## config.mk

```make
export PLATFORM = sky130hd
export DESIGN_NAME = reg_scoreboard
export DESIGN_NICKNAME = d
export VERILOG_FILES = /design/src/rtl/reg_scoreboard_pkg.sv /design/src/rtl/sb_counter.sv /design/src/rtl/reg_scoreboard.sv
export SDC_FILE = /design/constraint.sdc
export NUM_CORES = 1
export LEC_CHECK = 0
export BUFFER_PORTS_ARGS = -buffer_cell sky130_fd_sc_hd__buf_2
export CAP_MARGIN = 40
export CELL_PAD_IN_SITES_DETAIL_PLACEMENT = 0
export CELL_PAD_IN_SITES_GLOBAL_PLACEMENT = 2
export CORE_MARGIN = 5
export CORE_UTILIZATION = 30
export CTS_CLUSTER_DIAMETER = 40
export DETAILED_ROUTE_END_ITERATION = 16
export GPL_ROUTABILITY_DRIVEN = 1
export GPL_TIMING_DRIVEN = 0
export PLACE_DENSITY_LB_ADDON = 0.1
export SLEW_MARGIN = 10
export SYNTH_ARGS = -nofsm -noshare
export SYNTH_HDL_FRONTEND = slang
export SYNTH_SLANG_ARGS = --single-unit
export TNS_END_PERCENT = 100
```

## constraint.sdc

```tcl
create_clock -name clk -period 12.12 [get_ports clk]
set_input_delay 1.212 -clock clk [delete_from_list [all_inputs] [get_ports clk]]
set_output_delay 1.212 -clock clk [all_outputs]
set_load 0.1 [all_outputs]
```

## src/rtl/reg_scoreboard_pkg.sv

```systemverilog
// Shared types and constants for the register-file write scoreboard.
package reg_scoreboard_pkg;
    localparam int NUM_REGS = 32;
    localparam int CNT_W    = 2;

    typedef logic [4:0]       reg_idx_t;
    typedef logic [CNT_W-1:0] cnt_t;

    localparam reg_idx_t REG_ZERO = 5'd31;
endpackage

```

## src/rtl/sb_counter.sv

```systemverilog
// One per-register pending-write counter: up by 1, down by 0..2, clamps at 0
// and flags the underflow, saturates at all-ones.
module sb_counter #(
    parameter int CNT_W = 2
) (
    input  logic             clk,
    input  logic             reset,
    input  logic             inc,
    input  logic [1:0]       dec,
    output logic [CNT_W-1:0] count,
    output logic [CNT_W-1:0] countNext,
    output logic             underflow
);
    import reg_scoreboard_pkg::*;

    localparam int SUM_W = CNT_W + 2;
    localparam logic [SUM_W-1:0] MAX_WIDE = SUM_W'({CNT_W{1'b1}});

    logic [SUM_W-1:0] upSum;
    logic [SUM_W-1:0] decWide;
    logic [SUM_W-1:0] diff;

    // NOTE: every always_comb output gets a default first so no latch is inferred.
    always_comb begin
        upSum     = SUM_W'(count) + SUM_W'(inc);
        decWide   = SUM_W'(dec);
        diff      = upSum - decWide;
        underflow = 1'b0;
        countNext = CNT_W'(diff);
        if (decWide > upSum) begin
            underflow = 1'b1;
            countNext = '0;
        end else if (diff > MAX_WIDE) begin
            countNext = '1;
        end
    end

    // NOTE: sequential state uses non-blocking assignments only.
    always_ff @(posedge clk) begin
        if (reset) count <= '0;
        else       count <= countNext;
    end
endmodule

```

## src/rtl/reg_scoreboard.sv

```systemverilog
// Register-file write scoreboard: per-register pending-write counters that
// stall issue on RAW hazards and counter saturation.
module reg_scoreboard #(
    parameter int REGS  = 32,
    parameter int CNT_W = 2,
    parameter int TOT_W = 7
) (
    input  logic             clk,
    input  logic             reset,
    input  logic             issue_valid,
    input  logic [4:0]       issue_rs1,
    input  logic [4:0]       issue_rs2,
    input  logic             issue_rs1_used,
    input  logic             issue_rs2_used,
    input  logic [4:0]       issue_rd,
    input  logic             issue_rd_we,
    output logic             issue_ready,
    input  logic             wb_valid,
    input  logic [4:0]       wb_rd,
    input  logic             kill_valid,
    input  logic [4:0]       kill_rd,
    output logic [REGS-1:0]  busy_mask,
    output logic [TOT_W-1:0] outstanding,
    output logic             err
);
    import reg_scoreboard_pkg::*;

    localparam logic [CNT_W-1:0] CNT_MAX = '1;

    logic [REGS-1:0][CNT_W-1:0] cnt;
    logic [REGS-1:0][CNT_W-1:0] cntNext;
    logic [REGS-1:0]            incVec;
    logic [REGS-1:0]            underflowVec;
    logic [REGS-1:0][1:0]       decVec;
    logic                       rs1Hazard;
    logic                       rs2Hazard;
    logic                       rdBlocked;
    logic                       issueFire;
    logic [TOT_W-1:0]           totalNext;

    assign rs1Hazard   = issue_rs1_used && (issue_rs1 != REG_ZERO) && busy_mask[issue_rs1];
    assign rs2Hazard   = issue_rs2_used && (issue_rs2 != REG_ZERO) && busy_mask[issue_rs2];
    assign rdBlocked   = issue_rd_we && (issue_rd != REG_ZERO) && (cnt[issue_rd] == CNT_MAX);
    assign issue_ready = !reset && !rs1Hazard && !rs2Hazard && !rdBlocked;
    assign issueFire   = issue_valid && issue_ready;

    // The zero register never matches a decode below, so it has no counter.
    for (genvar i = 0; i < REGS - 1; i++) begin : g_reg
        assign incVec[i] = issueFire && issue_rd_we && (issue_rd == reg_idx_t'(i));
        assign decVec[i] = {1'b0, wb_valid   && (wb_rd   == reg_idx_t'(i))}
                         + {1'b0, kill_valid && (kill_rd == reg_idx_t'(i))};

        sb_counter #(.CNT_W(CNT_W)) u_cnt (
            .clk       (clk),
            .reset     (reset),
            .inc       (incVec[i]),
            .dec       (decVec[i]),
            .count     (cnt[i]),
            .countNext (cntNext[i]),
            .underflow (underflowVec[i])
        );
    end

    assign incVec[REGS-1]       = 1'b0;
    assign decVec[REGS-1]       = '0;
    assign cnt[REGS-1]          = '0;
    assign cntNext[REGS-1]      = '0;
    assign underflowVec[REGS-1] = 1'b0;

    always_comb begin
        totalNext = '0;
        for (int i = 0; i < REGS; i++) begin
            totalNext = totalNext + TOT_W'(cntNext[i]);
            busy_mask[i] = (cnt[i] != '0);
        end
    end

    always_ff @(posedge clk) begin
        if (reset) begin
            outstanding <= '0;
            err         <= 1'b0;
        end else begin
            outstanding <= totalNext;
            err         <= err | (|underflowVec);
        end
    end
endmodule

```

==> results by group <==
Placed design
  • Detailed placer's ending HPWL: 35,200 um
  • Routability Congestion: 0.846
  • Buffers added on ports: 67

Hold path
  • Kind of path behind the tightest hold check: reg -> reg
  • Number of instances on the worst hold path: 4

Cells and area
  • Number of fill cells in the layout: 3,809
  • Register area: 0.00140 mm^2
  • Layout-stage area growth over the synthesis result: 11.9%
  • Multi-input gate area in the final layout: 0.00810 mm^2
  • Final net count: 1,670
  • Share of final-layout standard cells stronger than drive strength 1: 0.137
  • Number of antenna diodes: 0

Global routing
  • Total global routing track utilization: 0.200
  • Global-route track usage on met3: 0.0373
  • Global-route met2 utilization: 0.310
  • Top Usage Layer GRT: met2
  • Met1 Usage GRT: 0.290
  • Number of antenna violations at the first check in global routing: 1
  • Residual overflow from global routing: 0
  • Wire length of the first global-routing pass: 60,100 um
  • Largest net degree at the start of global routing: 13
  • Via count of the first global-routing pass: 9,240

Flow run
  • Max capacitance violation total: 0

CTS
  • Clock Sinks: 70
  • CTS Hold Buffers Added: 0
  • H-tree level count: 3
  • Worst skew pair latency: 0.35 ns
  • Clock tree from TritonCTS: done
  • Maximum root-to-sink buffer count: 2
  • Clock Root Buffer: sky130_fd_sc_hd__clkbuf_16
  • Number of buffers added for setup after CTS: 0
  • Post-CTS clock slew at the launch and capture registers of the worst setup and hold paths: 0.07 ns
  • TritonCTS Buffers: 9
  • Cts repair resizes: 0

Synth
  • Top cells by instance count after synthesis: 295 x sky130_fd_sc_hd__inv_1, 165 x sky130_fd_sc_hd__ha_1, 159 x sky130_fd_sc_hd__nor2_1, 119 x sky130_fd_sc_hd__fa_1, 70 x sky130_fd_sc_hd__dfxtp_1
  • Async set-reset flop share out of synthesis: 0
  • Cells after Synth: 1,269
  • Share of synthesized area occupied by flip-flops and latches: 0.129
  • Fraction of post-synthesis cell area in the top cell type by area: 0.219
  • Combinational family with the most area after synthesis: adder cells
  • Number of warning messages in the yosys log: 0
  • Post-synth EDFFs: 0
  • Syn_area_per_cell: 8.57 um^2
  • Distinct cell type count of the synthesized netlist: 59
  • Adder and majority cell fraction of the synthesized area: 0.409
  • Post-Syn Nets: 1,586
  • Fraction of the mapped netlist area in compound gates: 0.0962
  • Synth area leaders: sky130_fd_sc_hd__fa_1 22%, sky130_fd_sc_hd__ha_1 19%, sky130_fd_sc_hd__dfxtp_1 13%
  • Area of the mapped netlist: 0.0109 mm^2
  • Mux contribution to synthesized area: 0.0460
  • Synthesis-stage register bit count: 70
  • Most used standard cell by instance count after synthesis: sky130_fd_sc_hd__inv_1
  • Largest area contributor in the synthesized netlist: sky130_fd_sc_hd__fa_1
  • Post-synthesis xor/xnor area fraction: 0.00322
  • Share of synthesized cell area in and, or, nand and nor gates: 0.190
  • Predominant post-synthesis flop cell: sky130_fd_sc_hd__dfxtp_1

Worst setup path
  • Peak fanout along the critical path: 10
  • CP most frequent cell: sky130_fd_sc_hd__inv_1
  • CP endpoint: outstanding[5]
  • R2R depth: 36
  • Element type at the critical path start: input pin
  • Required time at the worst-slack endpoint: 12.36 ns
  • Startpoint of the worst-slack reg-to-reg timing path: g_reg[23].u_cnt.count[1]
  • Slowest stage cell on the critical path: sky130_fd_sc_hd__nor4_2
  • R2r endpoint: outstanding[5]
  • Crit path launch: issue_rd[1]
  • Largest stage delay, worst path: 0.62 ns
  • Type of the worst setup path: in -> reg
  • Worst path arrival time: 10.15 ns
  • Reg-to-reg setup timing slack: 2.76 ns
  • Element type at the critical path end: flip-flop

Drt
  • Iter 0 DRT Violations: 414
  • Number of detailed-routing iterations run before antenna repair: 5
  • Via count of the routed design: 8,798
  • Routed Antenna Nets: 0
  • Via density: 4.84
  • Overall routed net length: 39,900 um
  • Post-route DRC violation count: 0
  • WL/cell: 21.9 um

Floorplanning
  • Die Y: 200 um
  • Core Rows: 69
  • Core box area: 0.0357 mm^2
  • Total Die Area: 0.0402 mm^2
  • Top-level I/O count: 74
  • DIE WIDTH: 200 um
  • Starting Density: 0.305

Timing
  • Max-slew headroom at the worst pin: 0.449
  • Skew final: 0.0113 ns
  • Setup Total Neg Slack: 0 ns
  • Time the final worst path needs with I/O delays and setup: 9.91 ns
  • Max Clk Rate: 101 MHz
  • Tightest Pin Transition: 0.826 ns
  • Count of final max-slew check failures: 0
  • Final Hold Violating Endpoints: 0
  • Hold_ws: 0.653 ns
  • Setup repair after global routing missed its margin: false
  • Final worst-path cycle share: 0.817
  • Final-report setup violation count: 0

Status
  • Result of the run: finished clean
[state kept, by name (all words and copies together), names as in the netlist]
| name | flops |
|---|---|
| outstanding | 7 |
| err | 1 |
| g.u_cnt.count | 62 |
[how the worst min path moves through the flow]
| stage | slack, ns | startpoint | endpoint |
|---|---|---|---|
| 2_1_floorplan | 0.81 | g_reg[25].u_cnt.count[1] | g_reg[25].u_cnt.count[1] |
| 3_3_place_gp | 0.64 | err | err |
| 3_5_place_dp | 0.62 | err | err |
| 4_1_cts | 0.65 | err | err |
| 5_1_grt | 0.74 | err | err |
| 6_report | 0.65 | err | err |
[through the flow]
step	instance area [um^2]	worst slack, ns	util	std cells
4_1_cts	12200	2.13	0.341	1819
3_3_place_gp	11800	1.56	0.331	1797
6_report	12200	2.21	0.341	1819
5_1_grt	12200	1.75	0.341	1819
3_5_place_dp	11900	1.77	0.333	1803
2_1_floorplan	10900	2.98	-	1269
[cells in the final DEF (no fill, tap or decap), types with 3 or more instances in the layout]
| cell | Yosys | final |
|---|---|---|
| sky130_fd_sc_hd__a211oi_1 | 6 | 6 |
| sky130_fd_sc_hd__a21o_1 | 12 | 12 |
| sky130_fd_sc_hd__a21oi_1 | 24 | 24 |
| sky130_fd_sc_hd__a22oi_1 | 4 | 4 |
| sky130_fd_sc_hd__a31o_2 | 18 | 18 |
| sky130_fd_sc_hd__a31oi_1 | 9 | 9 |
| sky130_fd_sc_hd__and2_1 | 3 | 3 |
| sky130_fd_sc_hd__buf_2 | 6 | 73 |
| sky130_fd_sc_hd__buf_4 | 3 | 3 |
| sky130_fd_sc_hd__buf_6 | 13 | 17 |
| sky130_fd_sc_hd__clkbuf_1 | 18 | 19 |
| sky130_fd_sc_hd__clkbuf_16 | 0 | 9 |
| sky130_fd_sc_hd__dfxtp_1 | 70 | 70 |
| sky130_fd_sc_hd__fa_1 | 119 | 119 |
| sky130_fd_sc_hd__ha_1 | 165 | 165 |
| sky130_fd_sc_hd__inv_1 | 295 | 295 |
| sky130_fd_sc_hd__mux2i_1 | 23 | 23 |
| sky130_fd_sc_hd__mux4_2 | 11 | 11 |
| sky130_fd_sc_hd__nand2_1 | 62 | 62 |
| sky130_fd_sc_hd__nand2b_1 | 9 | 9 |
| sky130_fd_sc_hd__nand3_1 | 18 | 18 |
| sky130_fd_sc_hd__nand3b_1 | 4 | 4 |
| sky130_fd_sc_hd__nand4_1 | 7 | 7 |
| sky130_fd_sc_hd__nor2_1 | 159 | 159 |
| sky130_fd_sc_hd__nor2b_1 | 32 | 32 |
| sky130_fd_sc_hd__nor3_1 | 34 | 34 |
| sky130_fd_sc_hd__nor3b_1 | 4 | 4 |
| sky130_fd_sc_hd__nor4_1 | 17 | 17 |
| sky130_fd_sc_hd__nor4_2 | 18 | 18 |
| sky130_fd_sc_hd__nor4_4 | 4 | 4 |
| sky130_fd_sc_hd__o211ai_1 | 7 | 7 |
| sky130_fd_sc_hd__o21ai_0 | 4 | 4 |
| sky130_fd_sc_hd__o21bai_1 | 17 | 17 |
| sky130_fd_sc_hd__o31ai_1 | 26 | 26 |
| sky130_fd_sc_hd__or2_2 | 17 | 17 |
[metal layers]
metal,share of wire,routed length [um],vias to the layer above
met5,0,0,-
met4,0.021,843,0
met3,0.047,1860,41
met2,0.44,17400,193
met1,0.49,19700,4279
li1,-,-,4285
[critical path, delay by kind of cell]
family / cells / cell delay (ns)
buffers and inverters: 14 / 1.45
muxes: 1 / 0.30
xor gates and xnor gates: 1 / 0.17
and+or+nand+nor: 5 / 0.97
AOI/OAI and AO/OA: 5 / 0.85
adders and majority gates: 13 / 5.16
[logic make-up after synthesis]
group | count (synthesis)
AND/OR/NAND/NOR | 397
buffers and inverters | 336
adder cells (fa/ha/maj) | 284
AO/OA/AOI/OAI | 142
flip-flops | 70
multiplexers | 35
XOR/XNOR | 4
other | 1
[layout make-up]
type	count	share of cell area
sequential	70	0.115
clock buffer	10	0.0188
timing repair buffer	73	0.0334
clock inverter	6	0.00709
multi-input combinational	863	0.665
inverter	296	0.0915
buffer	40	0.0219
tap	461	0.0474
Power is not shown: default switching activity piles up to over one toggle a cycle in this logic, so the estimate is an artifact.
